## src/rtl/pc_gen_pkg.sv

```systemverilog
// Shared front-end definitions: fetch packet layout toward the backend queue.
// Latency: n/a (type and constant definitions only).
// Backpressure: n/a.
package pc_gen_pkg;

    localparam int vaddr_width_gp = 39;
    localparam int instr_width_gp = 32;

    typedef enum logic [1:0] {
        e_fe_msg_fetch     = 2'b00,
        e_fe_msg_exception = 2'b01,
        e_fe_msg_itlb_miss = 2'b10,
        e_fe_msg_reserved  = 2'b11
    } bp_fe_msg_type_e;

    // One fetch packet as handed from pc_gen to the backend queue
    typedef struct packed {
        bp_fe_msg_type_e             msg_type;
        logic [vaddr_width_gp-1:0]   pc;
        logic [instr_width_gp-1:0]   instr;
    } bp_fe_queue_s;

    localparam int bp_fe_queue_width = $bits(bp_fe_queue_s);

endpackage

```

## src/rtl/bp_fe_queue_ptr.sv

```systemverilog
// Circular pointer with wrap bit: index in the low bits, lap parity in the MSB.
// Latency: new value one cycle after inc_i/clear_i; reset is immediate.
// Backpressure: none; the caller decides when to increment.
module bp_fe_queue_ptr #(
    parameter int els_p = 8
) (
    input  logic                   clk_i,
    input  logic                   reset_n_i,
    input  logic                   clear_i,
    input  logic                   inc_i,
    output logic [$clog2(els_p):0] ptr_o
);

    localparam int ptr_w = $clog2(els_p) + 1;

    // Natural overflow of an index+wrap register gives modulo 2*els_p counting;
    // clear takes priority so a flush always lands both pointers on zero
    always_ff @(posedge clk_i or negedge reset_n_i) begin
        if (!reset_n_i) begin
            ptr_o <= '0;
        end else if (clear_i) begin
            ptr_o <= '0;
        end else if (inc_i) begin
            ptr_o <= ptr_o + ptr_w'(1);
        end
    end

endmodule

```

## src/rtl/bp_fe_queue_buffer.sv

```systemverilog
// Front-end fetch packet buffer between pc_gen and the backend, els_p deep.
// Latency: one cycle enqueue-to-output (no bypass); count updates next cycle.
// Backpressure: ready = not full (and not flushing); a dequeue frees a slot only next cycle.
module bp_fe_queue_buffer
    import pc_gen_pkg::*;
#(
    parameter int els_p            = 8,
    parameter int fe_queue_width_p = bp_fe_queue_width
) (
    input  logic                        clk_i,
    input  logic                        reset_n_i,
    input  logic                        flush_i,
    input  logic [fe_queue_width_p-1:0] fe_queue_i,
    input  logic                        fe_queue_v_i,
    output logic                        fe_queue_ready_o,
    output logic [fe_queue_width_p-1:0] fe_queue_o,
    output logic                        fe_queue_v_o,
    input  logic                        fe_queue_yumi_i,
    output logic [$clog2(els_p):0]      count_o
);

    // els_p must be a power of two >= 2 so pointer overflow wraps at 2*els_p
    localparam int idx_w = $clog2(els_p);
    localparam int ptr_w = idx_w + 1;

    logic [ptr_w-1:0]            wr_ptr;
    logic [ptr_w-1:0]            rd_ptr;
    logic                        empty;
    logic                        full;
    logic                        enq;
    logic                        deq;
    logic [fe_queue_width_p-1:0] mem [els_p];

    // Equal pointers mean empty; equal indices on different laps mean full
    assign empty = (wr_ptr == rd_ptr);
    assign full  = (wr_ptr[idx_w-1:0] == rd_ptr[idx_w-1:0]) &&
                   (wr_ptr[idx_w] != rd_ptr[idx_w]);

    // Ready deliberately ignores yumi so the producer never sees a comb path
    // from the backend; flush blocks the producer for that cycle
    assign fe_queue_ready_o = !full && !flush_i;
    assign fe_queue_v_o     = !empty;
    assign count_o          = wr_ptr - rd_ptr;

    // Transfers in a flush cycle are dropped; the empty guard keeps an
    // illegal yumi from corrupting the pointers
    assign enq = fe_queue_v_i && fe_queue_ready_o;
    assign deq = fe_queue_yumi_i && !empty && !flush_i;

    bp_fe_queue_ptr #(
        .els_p (els_p)
    ) u_wr_ptr (
        .clk_i     (clk_i),
        .reset_n_i (reset_n_i),
        .clear_i   (flush_i),
        .inc_i     (enq),
        .ptr_o     (wr_ptr)
    );

    bp_fe_queue_ptr #(
        .els_p (els_p)
    ) u_rd_ptr (
        .clk_i     (clk_i),
        .reset_n_i (reset_n_i),
        .clear_i   (flush_i),
        .inc_i     (deq),
        .ptr_o     (rd_ptr)
    );

    // Storage write port; contents are never cleared, pointers alone mark validity
    always_ff @(posedge clk_i) begin
        if (enq) begin
            mem[wr_ptr[idx_w-1:0]] <= fe_queue_i;
        end
    end

    // Read port: oldest entry straight from the array, no bypass from the input
    assign fe_queue_o = mem[rd_ptr[idx_w-1:0]];

endmodule

```

## config.mk

```make
export PLATFORM = sky130hd
export DESIGN_NAME = bp_fe_queue_buffer
export DESIGN_NICKNAME = d
export VERILOG_FILES = /design/src/rtl/pc_gen_pkg.sv /design/src/rtl/bp_fe_queue_ptr.sv /design/src/rtl/bp_fe_queue_buffer.sv
export SDC_FILE = /design/constraint.sdc
export NUM_CORES = 1
export LEC_CHECK = 0
export ABC_AREA = 1
export CORE_AREA = 2 2 215 217
export DETAILED_ROUTE_END_ITERATION = 12
export DIE_AREA = 0 0 217 219
export PLACE_DENSITY = 0.74
export SETUP_SLACK_MARGIN = 0.15
export SLEW_MARGIN = 15
export SYNTH_ARGS = -nofsm -noshare
export SYNTH_HDL_FRONTEND = slang
export SYNTH_SLANG_ARGS = --single-unit
```

## constraint.sdc

```tcl
create_clock -name clk_i -period 6.8 [get_ports clk_i]
set_input_delay 1.02 -clock clk_i [delete_from_list [all_inputs] [get_ports clk_i]]
set_output_delay 1.02 -clock clk_i [all_outputs]
set_load 0.05 [all_outputs]
```

Word-level counts from Yosys, hierarchy flattened
Memory sizes are Yosys's and may differ from the RTL's. Cells that the tools add are included.

Bits in registers: 8. RAM bits: 584. Input port bits: 78. Output and inout port bits: 79. Memories kept: 1.

Add/sub/neg operators: 3. Equal/unequal tests: 3. Mux-type cells: 6. Reductions and logical operators: 10.

Memory list: mem (depth 8, bits a word 73, rd ports 1, clocked after memory_dff 0, wr ports 1, RTL line bp_fe_queue_buffer.sv:32) `logic [fe_queue_width_p-1:0] mem [els_p];`.

Operator list (number): 4-bit two-way mux (4); 4-bit by 1-bit adder with 4-bit output (second input constant) (2); 1-bit logical AND (5); 4-bit == test (1); 2-bit nonzero test (2); 4-bit subtractor (1); 3-bit == test (1); 1-bit zero test (3); 1-bit two-way mux (2); 1-bit inequality test (1).

Longest topological paths before layout
Gate-level depths: netlist of the first run.

Depth after elaboration: 7. Depth in mapped cells: 11.

Cells and area by module
Synthesis of the first run repeated with hierarchy kept, for this count alone.

Cells, all modules: 2621. Area total of the unflattened synthesis: 26188.9 um^2.

By module, submodules not included: bp_fe_queue_buffer (instances 1, cells an instance 2573, area each 25786.0 um^2, sequential area each 17536.8 um^2); bp_fe_queue_ptr (instances 2, cells an instance 24, area each 201.4 um^2, sequential area each 100.1 um^2).

Worst setup path before layout of the first run
No wires, ideal clock.

Kind: reg-to-reg. From: register u_rd_ptr.ptr_o[1]. To: memory mem[0][0] in the netlist's numbering (enable). Library setup time: 0.594 ns. Arrival time: 6.547 ns. Data required time: 6.206 ns. Slack: -0.342 ns. Cell stages (with the launch flop): 11. Path buffers: 3. Period minus slack after synthesis: 7.142 ns. Cells stage by stage: dfrtp_1 > buf_2 > inv_1 > clkbuf_1 > ha_1 > nand2_1 > nor2_1 > nand2_1 > nand3_1 > buf_2 > nor3_1.

Word-level cells in the longest chain between the ends: 7.

Ends and longest elaborated chain: from (decl) (RTL line bp_fe_queue_ptr.sv:11) `output logic [$clog2(els_p):0] ptr_o`; from (signal assigned) (RTL line bp_fe_queue_ptr.sv:24) `ptr_o <= ptr_o + ptr_w'(1);`; 3-bit == test (RTL line bp_fe_queue_buffer.sv:36) `assign full = (wr_ptr[idx_w-1:0] == rd_ptr[idx_w-1:0]) &&`; 1-bit logical AND (RTL line bp_fe_queue_buffer.sv:36); 1-bit zero test (RTL line bp_fe_queue_buffer.sv:41) `assign fe_queue_ready_o = !full && !flush_i;`; 1-bit logical AND (RTL line bp_fe_queue_buffer.sv:41); 1-bit logical AND (RTL line bp_fe_queue_buffer.sv:47) `assign enq = fe_queue_v_i && fe_queue_ready_o;`; 1-bit two-way mux (RTL line bp_fe_queue_buffer.sv:72) `if (enq) begin`; 1-bit two-way mux (implied by the code) (RTL line bp_fe_queue_buffer.sv:73) `mem[wr_ptr[idx_w-1:0]] <= fe_queue_i;`; to (decl) (RTL line bp_fe_queue_buffer.sv:32).

No other way between the ends.

Worst setup path after layout of the first run
From: register u_rd_ptr.ptr_o[0]. To: output port fe_queue_o[52].

Word-level cells in the longest chain between the ends: 1.

Ends and longest elaborated chain: memory read 8 x 73 bit; to (decl) (RTL line bp_fe_queue_buffer.sv:16) `output logic [fe_queue_width_p-1:0] fe_queue_o,`.

No other way between the ends.

==> metrics.cfg, run 1 <==
[placed_design]
port_buffers = 156
hpwl_um = 25910
place.gp.congestion = 0.7314

[setup_path]
end_kind = output port
reg2reg_to = mem[2][33]$_DFFE_PP_
r2r_start = u_rd_ptr.ptr_o[1]$_DFFE_PN0P_
crit_type = flip-flop to output port
rr_worst_depth = 8
crit_fanout = 238
worstPathRequired_ps = 5780
startpoint_type = flip-flop
rrSetupSlack_ps = 3000
cp.arrival_ps = 4070

[timing]
worst_pin_slew_ps = 1179
clock.fmax_mhz = 196.4
hold_viol_final = 0
fin_skew_ps = 9.806
grt_setup_unrepaired = false
period_needed_ps = 5092
period_share_pct = 74.88
slew_headroom_pct = 21.38
finalSetupViolations = 0
drv_slew = 0

[die]
initial_core_util_pct = 52.48
core_um2 = 45090
rows = 78
die_w_um = 217
die_height_um = 219
dieArea_um2 = 47520
ios = 157

[detailed_routing]
drtIter0Drc = 1128
avgViaCountPerCell = 5.440
drc = 0
wirelength_um = 51450
firstDrtPassIters = 5
ant_nets = 0
avgRoutedWirePerCell_um = 18.85
vias = 14850

[pwr]
ir_worst_vdd_mv = 0.3205
power_density_nw_per_um2 = 330.7
power_leakage_nw = 9.663
total_power_mw = 9.106

[cts]
h-tree-depth = 2
cts_tree = done
path_clk_slew_ps = 60
cts.sinks = 592
clockBufferDepth = 3
clk_latency_ps = 610
cts_buffers = 57
hold_buffers = 0
root_buffer = clkbuf_16
post_cts_buffers = 0
ctsResizeCount = 0

[outcome]
outcome = complete, no violations

[final_layout]
final_cell_mix = edfxtp_1 (584), nor2_1 (512), nand2_1 (318)
n_fill_cell = 3461
fin_nets = 2165
drive_gt1_share_pct = 5.548
utilization_pct = 61.07
synthToLayoutAreaGrowth_pct = 16.37
final_common_cell = edfxtp_1

[yosys]
yosys_warnings = 0
synth_area_leaders = edfxtp_1 (74%), nor2_1 (8.2%), nand2_1 (5.0%)
syn-num-nets = 2047
netlist_instances = 1963
ys_types = 21
ys_ff_latch = 592
ys_seq_area_share_pct = 74.96
avgSynthCellArea_um2 = 12.05
syn_area_um2 = 23660
synth_top_area_share_pct = 74.11
synth_area_leader_cell = edfxtp_1

[grt]
antenna_found_initial = 6
grt_max_degree = 239
grt-ovfl-total = 0
grt_pass1_wl_um = 79990
grt_pass1_vias = 14780
grt_usage_pct = 21.78

[min_path]
min_path_type = flip-flop to flip-flop
hold_depth = 2
hp-start = u_wr_ptr.ptr_o[3]$_DFFE_PN0P_
worstHoldEndpoint = u_wr_ptr.ptr_o[3]$_DFFE_PN0P_

[run]
drv_cap = 0

==> where the power goes <==
group | switching (mW) | internal [mW] | total, mW | leakage (nW)
Clock | 1.32 | 1.91 | 3.23 | 0.937
Combinational | 1.24 | 0.519 | 1.76 | 3.35
Sequential | 0.0518 | 4.07 | 4.13 | 5.38
==> cells in the mapped netlist (all sizes together) <==
master and number:
a21oi 2, buf 65, clkbuf 53, dfrtp 8, edfxtp 584, fa 1, ha 5, inv 15
nand2 318, nand3 20, nand4 2, nor2 514, nor3 6, o21ai 366, xnor2 1, xor2 3
==> worst max-delay path by stage <==
stage                                        startpoint                   to
final                     u_rd_ptr.ptr_o[0]$_DFFE_PN0P_       fe_queue_o[52]
after global routing      u_rd_ptr.ptr_o[0]$_DFFE_PN0P_       fe_queue_o[64]
after CTS                 u_rd_ptr.ptr_o[0]$_DFFE_PN0P_       fe_queue_o[64]
after detailed placement  u_rd_ptr.ptr_o[0]$_DFFE_PN0P_       fe_queue_o[64]
after global placement    u_rd_ptr.ptr_o[0]$_DFFE_PN0P_       fe_queue_o[64]
after floorplan           u_rd_ptr.ptr_o[1]$_DFFE_PN0P_  mem[0][0]$_DFFE_PP_
==> state kept, by name (all words and copies together) (netlist names) <==
signal,count
u_wr_ptr.ptr_o,4
mem,584
u_rd_ptr.ptr_o,4
==> layout make-up <==
type | instances | area, um2 | share of cell area [%]
Antenna cell | 2 | 5.005 | 0.01818
Timing Repair Buffer | 177 | 1782 | 6.471
Sequential cell | 592 | 17750 | 64.45
Inverter | 15 | 63.81 | 0.2317
Clock inverter | 35 | 422.9 | 1.536
Multi-Input combinational cell | 1238 | 5270 | 19.14
Tap cell | 600 | 750.7 | 2.726
Clock buffer | 70 | 1495 | 5.430
==> routing by layer <==
layer / global-route usage, % / part of all wire [%] / up-vias
li1: - / - / 7058
met1: 27.80 / 42 / 7320
met2: 38.33 / 50 / 381
met3: 3.992 / 5.6 / 80
met4: 6.050 / 1.9 / 8
met5: 0 / 0.11 / -
==> worst max-delay path, stage by stage (launching register included) <==
cell and delay, ps:
dfrtp_4 910, buf_12 740, nor2_1 110, nor2_1 110
o21ai_0 100, o21ai_0 140, nand2_1 90, nand2_1 140
clkdlybuf4s50_1 810
==> per-stage QoR <==
| stage | worst slack [ps] | TNS (ps) | hold slack, ps | area (um2) | std cells |
|---|---|---|---|---|---|
| 2_1_floorplan | -341.6 | -149580 | 533.5 | 23660 | 1963 |
| 3_3_place_gp | 2378 | 0 | 562.9 | 25610 | 2622 |
| 3_5_place_dp | 2338 | 0 | 578.1 | 25610 | 2622 |
| 4_1_cts | 1636 | 0 | 595.9 | 27530 | 2727 |
| 5_1_grt | 1429 | 0 | 653.1 | 27540 | 2729 |
| 6_report | 1708 | 0 | 593.8 | 27540 | 2729 |
==> cells by family (layout without fill, tap and decap cells) <==
family / Yosys count / in the layout / synth area share (%)
other: 0 / 2 / 0
XOR/XNOR: 4 / 4 / 0.1481
flip-flops: 592 / 592 / 74.96
AO/OA/AOI/OAI: 368 / 368 / 7.783
buffers and inverters: 133 / 297 / 2.961
AND/OR/NAND/NOR: 860 / 860 / 13.80
adder cells (fa/ha/maj): 6 / 6 / 0.3490
Power figures use the tool's default switching activity.
==> run 2, diff against run 1 <==
- CORE_AREA: 2 2 215 217 -> 2 2 211 213
- DIE_AREA: 0 0 217 219 -> 0 0 213 215
- PLACE_DENSITY: 0.74 -> 0.73
- clock period: 6.8 -> 5.1 ns (I/O delays scaled with it)
==> run 2 against run 1 <==
Against the previous run: register-to-register slack worse by 1300 ps; global-route usage up 0.63 points; flip-flop and latch count stayed put; critical path type unchanged.
==> metrics.cfg, run 2 (synthesized netlist as in run 1, its figures left out) <==
[timing]
clock.fmax_mhz = 224.4
finalSetupViolations = 0
hold_slack_ps = 448.7
grt_setup_unrepaired = false
slew_headroom_pct = 34.05
hold_viol_final = 0
worst_pin_slew_ps = 989.2
period_share_pct = 87.37
fin_skew_ps = 18.19
period_needed_ps = 4456
setup_ws_ps = 644.3
drv_slew = 0
timing.setup.tns_ps = 0

[placed_design]
place_area_um2 = 25740
place_ws_ps = 1228
place.gp.congestion = 0.7530
port_buffers = 156
placed_cells_incl_taps = 2619
hpwl_um = 24640

[die]
core_um2 = 43640
die_height_um = 215
die_w_um = 213
initial_core_util_pct = 54.22
ios = 157
rows = 77
dieArea_um2 = 45800

[detailed_routing]
avgViaCountPerCell = 5.415
vias = 14740
drtIter0Drc = 1166
firstDrtPassIters = 8
wirelength_um = 50620
drc = 0
avgRoutedWirePerCell_um = 18.60
ant_nets = 0

[setup_path]
cp_top_family = buffers and inverters
startpoint_type = flip-flop
crit_chain = inv_8 > buf_4 > o21ai_0 > o21ai_1 > nand2_1 > nand2_1 > clkdlybuf4s50_1
cp.arrival_ps = 3690
critical_path.most_common_cell = nand2_1
critPathMaxStageDelay_ps = 810
path_buf_inv = 3
slowest_stage = clkdlybuf4s50_1
crit_type = flip-flop to output port
worstPathRequired_ps = 4340
crit_fanout = 124
end_kind = output port

[pwr]
ir_worst_vdd_mv = 0.2839
power_density_nw_per_um2 = 429.4
power_leakage_nw = 9.609
total_power_mw = 11.79

[cts]
post_cts_buffers = 0
path_clk_slew_ps = 60
root_buffer = clkbuf_16
ctsResizeCount = 0
hold_buffers = 0
h-tree-depth = 2
cts_tree = done
cts_buffers = 57
cts.sinks = 592
clockBufferDepth = 3
clk_latency_ps = 620

[final_layout]
largest_reg_flops = 584
final_cell_mix = edfxtp_1 (584), nor2_1 (512), nand2_1 (318)
synthToLayoutAreaGrowth_pct = 16.08
fin_nets = 2170
final_common_cell = edfxtp_1
drive_gt1_share_pct = 5.033
stdcell_count = 2721
fin_area_um2 = 27470
utilization_pct = 62.94

[grt]
grt_max_degree = 169
antenna_found_initial = 7
grt_pass1_wl_um = 78650
grt_pass1_vias = 14200
grt_usage_pct = 22.41
grt-ovfl-total = 0

[outcome]
outcome = complete, no violations

[run]
drv_cap = 0

[min_path]
min_path_type = primary input to asynchronous set/reset pin

-- run 2: worst paths after layout --
check                                         startpoint                       endpoint  slack [ps]  cells after the start
setup reg to reg           u_rd_ptr.ptr_o[2]$_DFFE_PN0P_           mem[4][33]$_DFFE_PP_        1730                      8
max in group asynchronous                      reset_n_i  u_rd_ptr.ptr_o[1]$_DFFE_PN0P_        4340                      1
setup / recovery           u_rd_ptr.ptr_o[0]$_DFFE_PN0P_                 fe_queue_o[33]         640                      7
min in group clk_i         u_wr_ptr.ptr_o[3]$_DFFE_PN0P_  u_wr_ptr.ptr_o[3]$_DFFE_PN0P_         590                      2
hold reg to reg            u_wr_ptr.ptr_o[3]$_DFFE_PN0P_  u_wr_ptr.ptr_o[3]$_DFFE_PN0P_         590                      2
hold / removal                                 reset_n_i  u_rd_ptr.ptr_o[3]$_DFFE_PN0P_         450                      1
-- run 2: final cells by class --
class / instances / area (um2)
Timing Repair Buffer: 182 / 1919
Sequential cell: 592 / 17750
Clock buffer: 78 / 1526
Antenna cell: 3 / 7.507
Fill cell: 3260 / 16170
Inverter: 15 / 63.81
Multi-Input combinational cell: 1238 / 5270
Clock inverter: 21 / 195.2
Tap cell: 592 / 740.7
-- run 2: where the power goes --
group / internal, mW / switching [mW] / total (mW) / leakage (nW)
combinational: 0.708 / 1.65 / 2.36 / 3.40
clock: 2.23 / 1.71 / 3.94 / 0.833
sequential: 5.43 / 0.0587 / 5.49 / 5.38
total: 8.37 / 3.42 / 11.8 / 9.61
-- run 2: routing by layer --
| metal | share of wire (%) | global-route usage (%) |
|---|---|---|
| met3 | 7.0 | 4.121 |
| met4 | 2.6 | 7.413 |
| met1 | 43 | 31.09 |
| met2 | 48 | 36.03 |
| met5 | 0.11 | 0 |
-- run 2: worst register-to-register path, stage by stage (launching register included) --
cell	delay [ps]
dfrtp_2	590
inv_2	260
ha_1	410
inv_1	70
nor2_1	60
nand2_1	60
nand3_1	460
nor3_2	350
buf_4	690
